$ cat src/rtl/top.sv
// Majority voter on {A,B,C} with minterm/popcount decode, plus a registered
// copy of F, a rising-edge pulse and a saturating count of cycles that saw F = 1.
module top (
    input  logic        A,
    input  logic        B,
    input  logic        C,
    output logic        F,
    input  logic        clk,
    input  logic        rst,
    output logic [7:0]  m,
    output logic [1:0]  ones,
    output logic        f_q,
    output logic        f_rise,
    output logic [15:0] hits
);

    localparam logic [15:0] HITS_MAX = 16'hFFFF;

    logic [2:0] index;

    // Combinational decode never touches clk or rst, so it stays valid even with the clock undriven
    assign index = {A, B, C};
    assign F     = (A & B) | (A & C) | (B & C);
    assign m     = 8'b0000_0001 << index;
    assign ones  = {1'b0, A} + {1'b0, B} + {1'b0, C};

    // f_rise compares the current F against f_q from the previous edge
    always_ff @(posedge clk) begin
        if (rst) begin
            f_q    <= 1'b0;
            f_rise <= 1'b0;
            hits   <= '0;
        end else begin
            f_q    <= F;
            f_rise <= F & ~f_q;
            if (F && (hits != HITS_MAX)) begin
                hits <= hits + 16'd1;
            end
        end
    end

endmodule

$ cat config.mk
export PLATFORM = sky130hd
export DESIGN_NAME = top
export DESIGN_NICKNAME = d
export VERILOG_FILES = /design/src/rtl/top.sv
export SDC_FILE = /design/constraint.sdc
export NUM_CORES = 1
export LEC_CHECK = 0
export CAP_MARGIN = 10
export CORE_ASPECT_RATIO = 1.2
export CORE_MARGIN = 5
export CORE_UTILIZATION = 41
export CTS_BUF_LIST = sky130_fd_sc_hd__clkbuf_4
export DETAILED_ROUTE_END_ITERATION = 10
export PLACE_DENSITY = 0.81
export SYNTH_ARGS = -nofsm -noshare
export SYNTH_HDL_FRONTEND = slang
export SYNTH_SLANG_ARGS = --single-unit
$ cat constraint.sdc
create_clock -name clk -period 1.5 [get_ports clk]
set_input_delay 0.15 -clock clk [delete_from_list [all_inputs] [get_ports clk]]
set_output_delay 0.15 -clock clk [all_outputs]
set_load 0.005 [all_outputs]
==> results of run 1 <==
[timing repair]
item	4_1_cts	5_1_grt
pin swaps	5	10
resized for setup	22	27
buffers inserted	2	5
endpoints found under the setup margin	29	26
hold endpoints to repair	0	0
[flip-flops by register name, indices dropped and copies added (netlist names)]
signal	count
hits	16
f_q	1
f_rise	1
[metal layers]
layer | up-vias | wire [µm] | GRT usage
met5 | - | 0 | 0
met4 | 0 | 111 | 0.1121
met3 | 9 | 124 | 0.02123
met2 | 43 | 1834 | 0.3204
met1 | 565 | 1420 | 0.2482
li1 | 565 | - | -
[cell usage in the layout, fill, tap and decap left out, drive strengths merged, types with 3 or more instances in the layout]
| cell | count |
|---|---|
| buf | 37 |
| clkdlybuf4s50 | 21 |
| dfxtp | 18 |
| nor2 | 10 |
| a21oi | 10 |
| nor3 | 7 |
| dlygate4sd2 | 6 |
| nand2 | 6 |
| dlymetal6s2s | 5 |
| nand3 | 5 |
| or4 | 5 |
| nand4 | 4 |
| and3b | 3 |
| o21ai | 3 |
| o31ai | 3 |
| nor2b | 3 |
| clkbuf | 3 |
| and3 | 3 |
| nor3b | 3 |
| o41ai | 3 |
| nor4 | 3 |
[area by class of cell]
type                       count  area [µm²]
clock inverter                 1       3.754
clock buffer                   3       22.52
inverter                       2       7.507
fill                         144       495.5
multi-input combinational     86       698.2
sequential                    18       391.6
timing repair buffer          70       624.3
tap                           31       38.79
[cells in the mapped netlist (2+ instances only)]
master	number
nor2_1	10
nand4_1	4
nor3_1	7
and3_1	3
a211oi_1	2
a21oi_1	10
nor4_1	2
o31ai_1	3
o41ai_1	2
nand2_1	6
nor2b_1	3
nor3b_1	3
nand3_1	4
and3b_1	3
inv_1	2
dfxtp_1	18
and4_1	2
or4_1	5
o21ai_0	3
clkbuf_1	3
[report_power, final]
part / internal (mW) / switching [mW]
Combinational: 0.0954 / 0.0723
Sequential: 0.480 / 0.00937
Clock: 0.0975 / 0.169
[worst paths after layout]
check	from	to	slack [ps]	cells past startpoint
setup / recovery	hits[6]	hits[13]	-40	4
hold reg to reg	f_q	f_rise	450	1
hold / removal	f_q	f_rise	450	1
setup reg to reg	hits[6]	hits[13]	-40	4
[worst max-delay path, cell delays in order, from the launching register on]
cell	delay (ps)
dfxtp_4	390
nand3_4	140
or2_4	280
or4_4	510
a21oi_2	150
[kinds of logic (layout without fill, tap and decap cells)]
| kind of cell | count (synthesis) | count (layout) |
|---|---|---|
| flip-flops | 18 | 18 |
| adder cells (fa/ha/maj) | 2 | 2 |
| AO/OA/AOI/OAI | 23 | 23 |
| XOR/XNOR | 1 | 1 |
| AND/OR/NAND/NOR | 58 | 58 |
| buffers and inverters | 8 | 76 |
| multiplexers | 2 | 2 |
==> impl_results.md, run 1 <==
* Post-route cell area at 1787 µm²
* Mapped cell area at 973.4 µm²
* Share of synthesized area spent on multiplexers at 0.02185
* CP Capture Type: register
* Fin Clk Skew at 6.491 ps
* Type of the most critical hold path: reg -> reg
* Max VDD drop at 0.0004424 V
* FF+latch count, synth at 18
* Max-capacitance violation count at 0
* Xor and xnor fraction of the mapped netlist area at 0.008997
* Wire length of the first global-routing pass at 5244 µm
* Final count of negative-setup-slack endpoints at 4
* Cell Rows at 19
* Sum of net half-perimeters after detailed placement at 2337 µm
* Port-buffer cells at 33
* Die width at 54.48 µm
* Critical Path Source Type: register
* Global Route Usage Sum at 0.1994
* Worst slew slack as a fraction of its limit at 0.7662
* Clk pin slew, worst setup/hold paths at 110 ps
* Cell type contributing the most total cell area after synthesis: dfxtp_1
* Cell area after placement at 1565 µm²
* Post-Syn Instances at 112
* Number of buffers created by CTS at 3
* Pre-CTS setup slack at -585.3 ps
* Post-DR vias/cell at 5.602
* Crit share post-route at 1.029
* Inst Count DP at 200
* Transition time of the tightest slew-check pin at 349.5 ps
* Maximum operating frequency at 647.6 MHz
* Fraction of final layout cells with drive strength greater than 1 at 0.4278
* WL/cell at 16.54 µm
* Compound-gate portion of the synthesized area at 0.1555
* Pwr per Cell Area at 516.9 nW/µm²
* Maximum buffer depth of the clock tree at 2
* Total leakage power at 0.7758 nW
* Clock latency on the worst-skew pair at 310 ps
* Die Span Y at 63.38 µm
* Largest family of logic cells by synthesized area: simple AND/OR/NAND/NOR gates
* Total Wirelength at 3490 µm
* H-Tree Level Count at 1
* Violated checks: setup timing
* Most area-consuming cells after synthesis: dfxtp_1, a21oi_1, nor2_1, or4_1, nor3_1
* Die outline area at 3453 µm²
* Unique masters post-synth at 37
* Global placer's final weighted congestion at 0.8269
* Initial antenna violation count at 0
* Critical path type: reg -> reg
* Layout Cells excl Fill at 211
* Number of nets in the layout at 188
* Initial standard-cell utilization of the core at 0.4265
* Number of remaining DRC errors at 0
* Sink count of the clock tree at 18
* Post-layout minimum cycle time at 1544 ps
* Yosys warning total at 0
* FFs w/ async S/R, synth at 0
* Number of nets in the synthesized netlist at 119
* I/O pin cnt at 34
* Synthesized-area fraction occupied by and/or/nand/nor cells at 0.3663
* Clock tree from TritonCTS: yes
* Predominant post-synthesis flop cell: dfxtp_1
* Via count of the first global-routing pass at 1144
* Root cell of the clock tree: clkbuf_4
* Antenna Violating Nets Remaining at 0
* Final hold slack at 445.6 ps
* Synthesis-to-layout area growth at 83.55%
* RSZ-0062 raised after global routing: yes
* Fraction of post-synthesis cell area in the top cell type by area at 0.3702
* Fin. max-slew vios at 0
* Total power at 923.5 µW
* Congestion Overflow GR at 0
* Worst endpoint data arrival time at 1790 ps
* Share of synthesized cell area in full adder, half adder and majority cells at 0.03342
* Data required time at the worst endpoint at 1750 ps
* DRT Pass-1 Iters at 4
* Post-layout util at 0.7829
* Syn avg cell area at 8.691 µm²
* Routed via count at 1182
* Maximum number of pins on one net before global-route repair at 11
* Setup tns final at -80.95 ps
* Starting DRC count in detailed routing at 33
* EDFF count, synth at 0
* Hold-fix buffers, CTS at 0
* Total inserted antenna cells at 0
* Core Region at 2282 µm²
* Highest fanout seen on the critical path at 7
* Result of the run: finished, violations left
* Sequential cell area fraction in the yosys report at 0.3702
* PnR worst setup slack at -44.09 ps
* Number of hold-slack violations in the final timing report at 0
(Power assumes the default switching activity.)
==> run 2: changes to the inputs <==
- CORE_ASPECT_RATIO: 1.2 -> not set
- PLACE_DENSITY: 0.81 -> 0.78
- clock period: 1.5 -> 1.55 ns (I/O delays scaled with it)
==> impl_results.md, run 2 (synthesized netlist as in run 1, its figures left out) <==
* RSZ-0062 raised after global routing: yes
* Result of the run: finished, violations left
* WL/cell at 17.60 µm (+6.4%)
* Final count of negative-setup-slack endpoints at 3 (-1)
* CP Capture Type: register
* Post-layout util at 0.7877 (+0.004780)
* Cell Rows at 17 (-2)
* Data required time at the worst endpoint at 1760 ps (about the same)
* Congestion Overflow GR at 0 (unchanged)
* Global placer's final weighted congestion at 0.8526 (+3.1%)
* Worst slew slack as a fraction of its limit at 0.7788 (+0.01255)
* Number of hold-slack violations in the final timing report at 0 (unchanged)
* Core Region at 2233 µm² (-2.1%)
* Post-layout minimum cycle time at 1584 ps (+39.72 ps)
* Initial antenna violation count at 0 (unchanged)
* Worst endpoint data arrival time at 1790 ps (about the same)
* Clk pin slew, worst setup/hold paths at 110 ps (about the same)
* Most common library cell in the layout ignoring fill and taps: buf_4
* R2R cell count at 5 (+1)
* Maximum number of pins on one net before global-route repair at 11 (unchanged)
* Pwr per Cell Area at 512.0 nW/µm² (-0.95%)
* Die Span Y at 58.73 µm (-7.3%)
* Reg-to-Reg End: hits[10]
* Violated checks: setup timing
* Highest fanout seen on the critical path at 6 (-1)
* Fin. max-slew vios at 0 (unchanged)
* Setup slack of the worst register-to-register path at -30 ps (about the same)
* Total Wirelength at 3714 µm (+6.4%)
* Clock tree from TritonCTS: yes
* Worst flop-to-flop path startpoint: hits[1]
* Fin Clk Skew at 7.747 ps (+1.255 ps)
* Global Route Usage Sum at 0.2194 (+0.01993)
* Net switching share of the total power at 0.2663 (-0.005694)
* Total leakage power at 0.7136 nW (-8.0%)
* Port-buffer cells at 33 (unchanged)
* Setup tns final at -44.16 ps (+36.79 ps)
* Part of the total power dissipated in the clock network at 0.274 (-0.015)
* Most flop-heavy register: hits
* Antenna Violating Nets Remaining at 0 (unchanged)
* Type of the most critical hold path: reg -> reg
* Regs by FF count: hits x16, f_q x1, f_rise x1
* Number of flip-flops in the largest register at 16 (unchanged)
* Sum of net half-perimeters after detailed placement at 2612 µm (+12%)
* Fraction of final layout cells with drive strength greater than 1 at 0.3989 (-0.02887)
* Number of buffers created by CTS at 3 (unchanged)
* Commonest non-fill, non-tap cells in the layout: buf_4, clkdlybuf4s50_1, nor2_1
* I/O pin cnt at 34 (unchanged)
* Starting DRC count in detailed routing at 39 (+18%)
* H-Tree Level Count at 1 (unchanged)
* Initial standard-cell utilization of the core at 0.4359 (+0.009319)
* Synthesis-to-layout area growth at 80.72%
* Number of nets in the layout at 192 (+2.1%)
* Max-capacitance violation count at 0 (unchanged)
* Pre-CTS setup slack at -503.5 ps (+81.78 ps)
* Total inserted antenna cells at 0 (unchanged)
* Max VDD drop at 0.0004406 V (-0.39%)
* Layout Cells excl Fill at 211 (unchanged)
* Switching power total at 239.8 µW (-4.5%)
* Sequential share of power at 0.535 (+0.006)
* Total power at 900.7 µW (-2.5%)
* PnR worst setup slack at -33.82 ps (+10.28 ps)
* Via count of the first global-routing pass at 1212 (+5.9%)
* Post-DR vias/cell at 5.905 (+5.4%)
* Maximum operating frequency at 631.4 MHz (-2.5%)
* Internal Pwr Total at 660.9 µW (-1.7%)
* Clock latency on the worst-skew pair at 310 ps (about the same)
* Root cell of the clock tree: clkbuf_4
* Number of remaining DRC errors at 0 (unchanged)
* Critical Path Source Type: register
* Wire length of the first global-routing pass at 5858 µm (+12%)
* End point of the most critical hold path: f_rise
* Critical path type: reg -> reg
* Maximum buffer depth of the clock tree at 2 (unchanged)
* Crit share post-route at 1.022 (-0.007579)
* DRT Pass-1 Iters at 4 (unchanged)
* Hold Crit Depth at 1 (unchanged)
* Routed via count at 1246 (+5.4%)
* Inst Count DP at 205 (+2.5%)
* Hold-fix buffers, CTS at 0 (unchanged)
* Transition time of the tightest slew-check pin at 327.6 ps (-21.91 ps)
* Sink count of the clock tree at 18 (unchanged)
* Gate power share at 0.191 (+0.009)
* Die outline area at 3449 µm² (-0.12%)
* Hold path startpoint: f_q
* Die width at 58.73 µm (+7.8%)
run 2: cell types whose count changed in the layout (fill, tap and decap cells not counted), sizes merged:
cell | previous run | this run
buf | 37 | 41
clkinv | 1 | 0
clkdlybuf4s15 | 1 | 0
dlymetal6s2s | 5 | 1
clkdlybuf4s50 | 21 | 26
run 2: worst max-delay path by stage:
| stage | start | end |
|---|---|---|
| after floorplan | hits[0] | hits[10] |
| after global placement | A | hits[13] |
| after detailed placement | B | hits[13] |
| after CTS | hits[0] | hits[10] |
| after global routing | hits[1] | hits[9] |
| final | hits[1] | hits[10] |
run 2: power groups by stage:
stage / Combinational (mW) / Clock [mW] / Sequential (mW)
6_report: 0.172 / 0.247 / 0.482
5_1_grt: 0.182 / 0.272 / 0.484
4_1_cts: 0.161 / 0.247 / 0.483
3_5_place_dp: 0.161 / 0 / 0.491
3_3_place_gp: 0.153 / 0 / 0.490
2_1_floorplan: 0.0495 / 0 / 0.493
run 2: area by class of cell:
type | count | area [µm²]
timing repair buffer | 74 | 633.1
tap | 28 | 35.03
sequential | 18 | 376.6
inverter | 2 | 7.507
multi-input combinational | 86 | 684.4
clock buffer | 3 | 22.52
fill | 148 | 474.2
run 2: critical path: stages (launching register included):
cell and delay, ps:
dfxtp_4 380, ha_4 170, and4_4 250, nand3_4 80, nor4b_4 270, mux2_4 330
run 2: per-stage QoR:
step,hold WS [ps],cell area (µm²)
5_1_grt,450.0,1759
2_1_floorplan,340.0,994.7
4_1_cts,433.2,1680
3_3_place_gp,402.5,1609
3_5_place_dp,417.5,1609
6_report,430.6,1759
run 2: timing repair:
action,CTS,global route
gates resized for setup,13,18
endpoints found under the setup margin,24,18
pin swaps,5,5
buffers inserted,3,0
run 2: layer usage:
metal | routed length [µm] | part of all wire | GRT usage
met5 | 0 | 0 | 0
met4 | 104 | 0.028 | 0.09061
met3 | 229 | 0.062 | 0.04605
met1 | 1498 | 0.40 | 0.2586
met2 | 1880 | 0.51 | 0.3817
==> run 3: changes to the inputs <==
- CTS_BUF_LIST: sky130_fd_sc_hd__clkbuf_4 -> not set
==> results of run 3 <==
The final DEF is identical to that of run 2; final timing and power are the same.
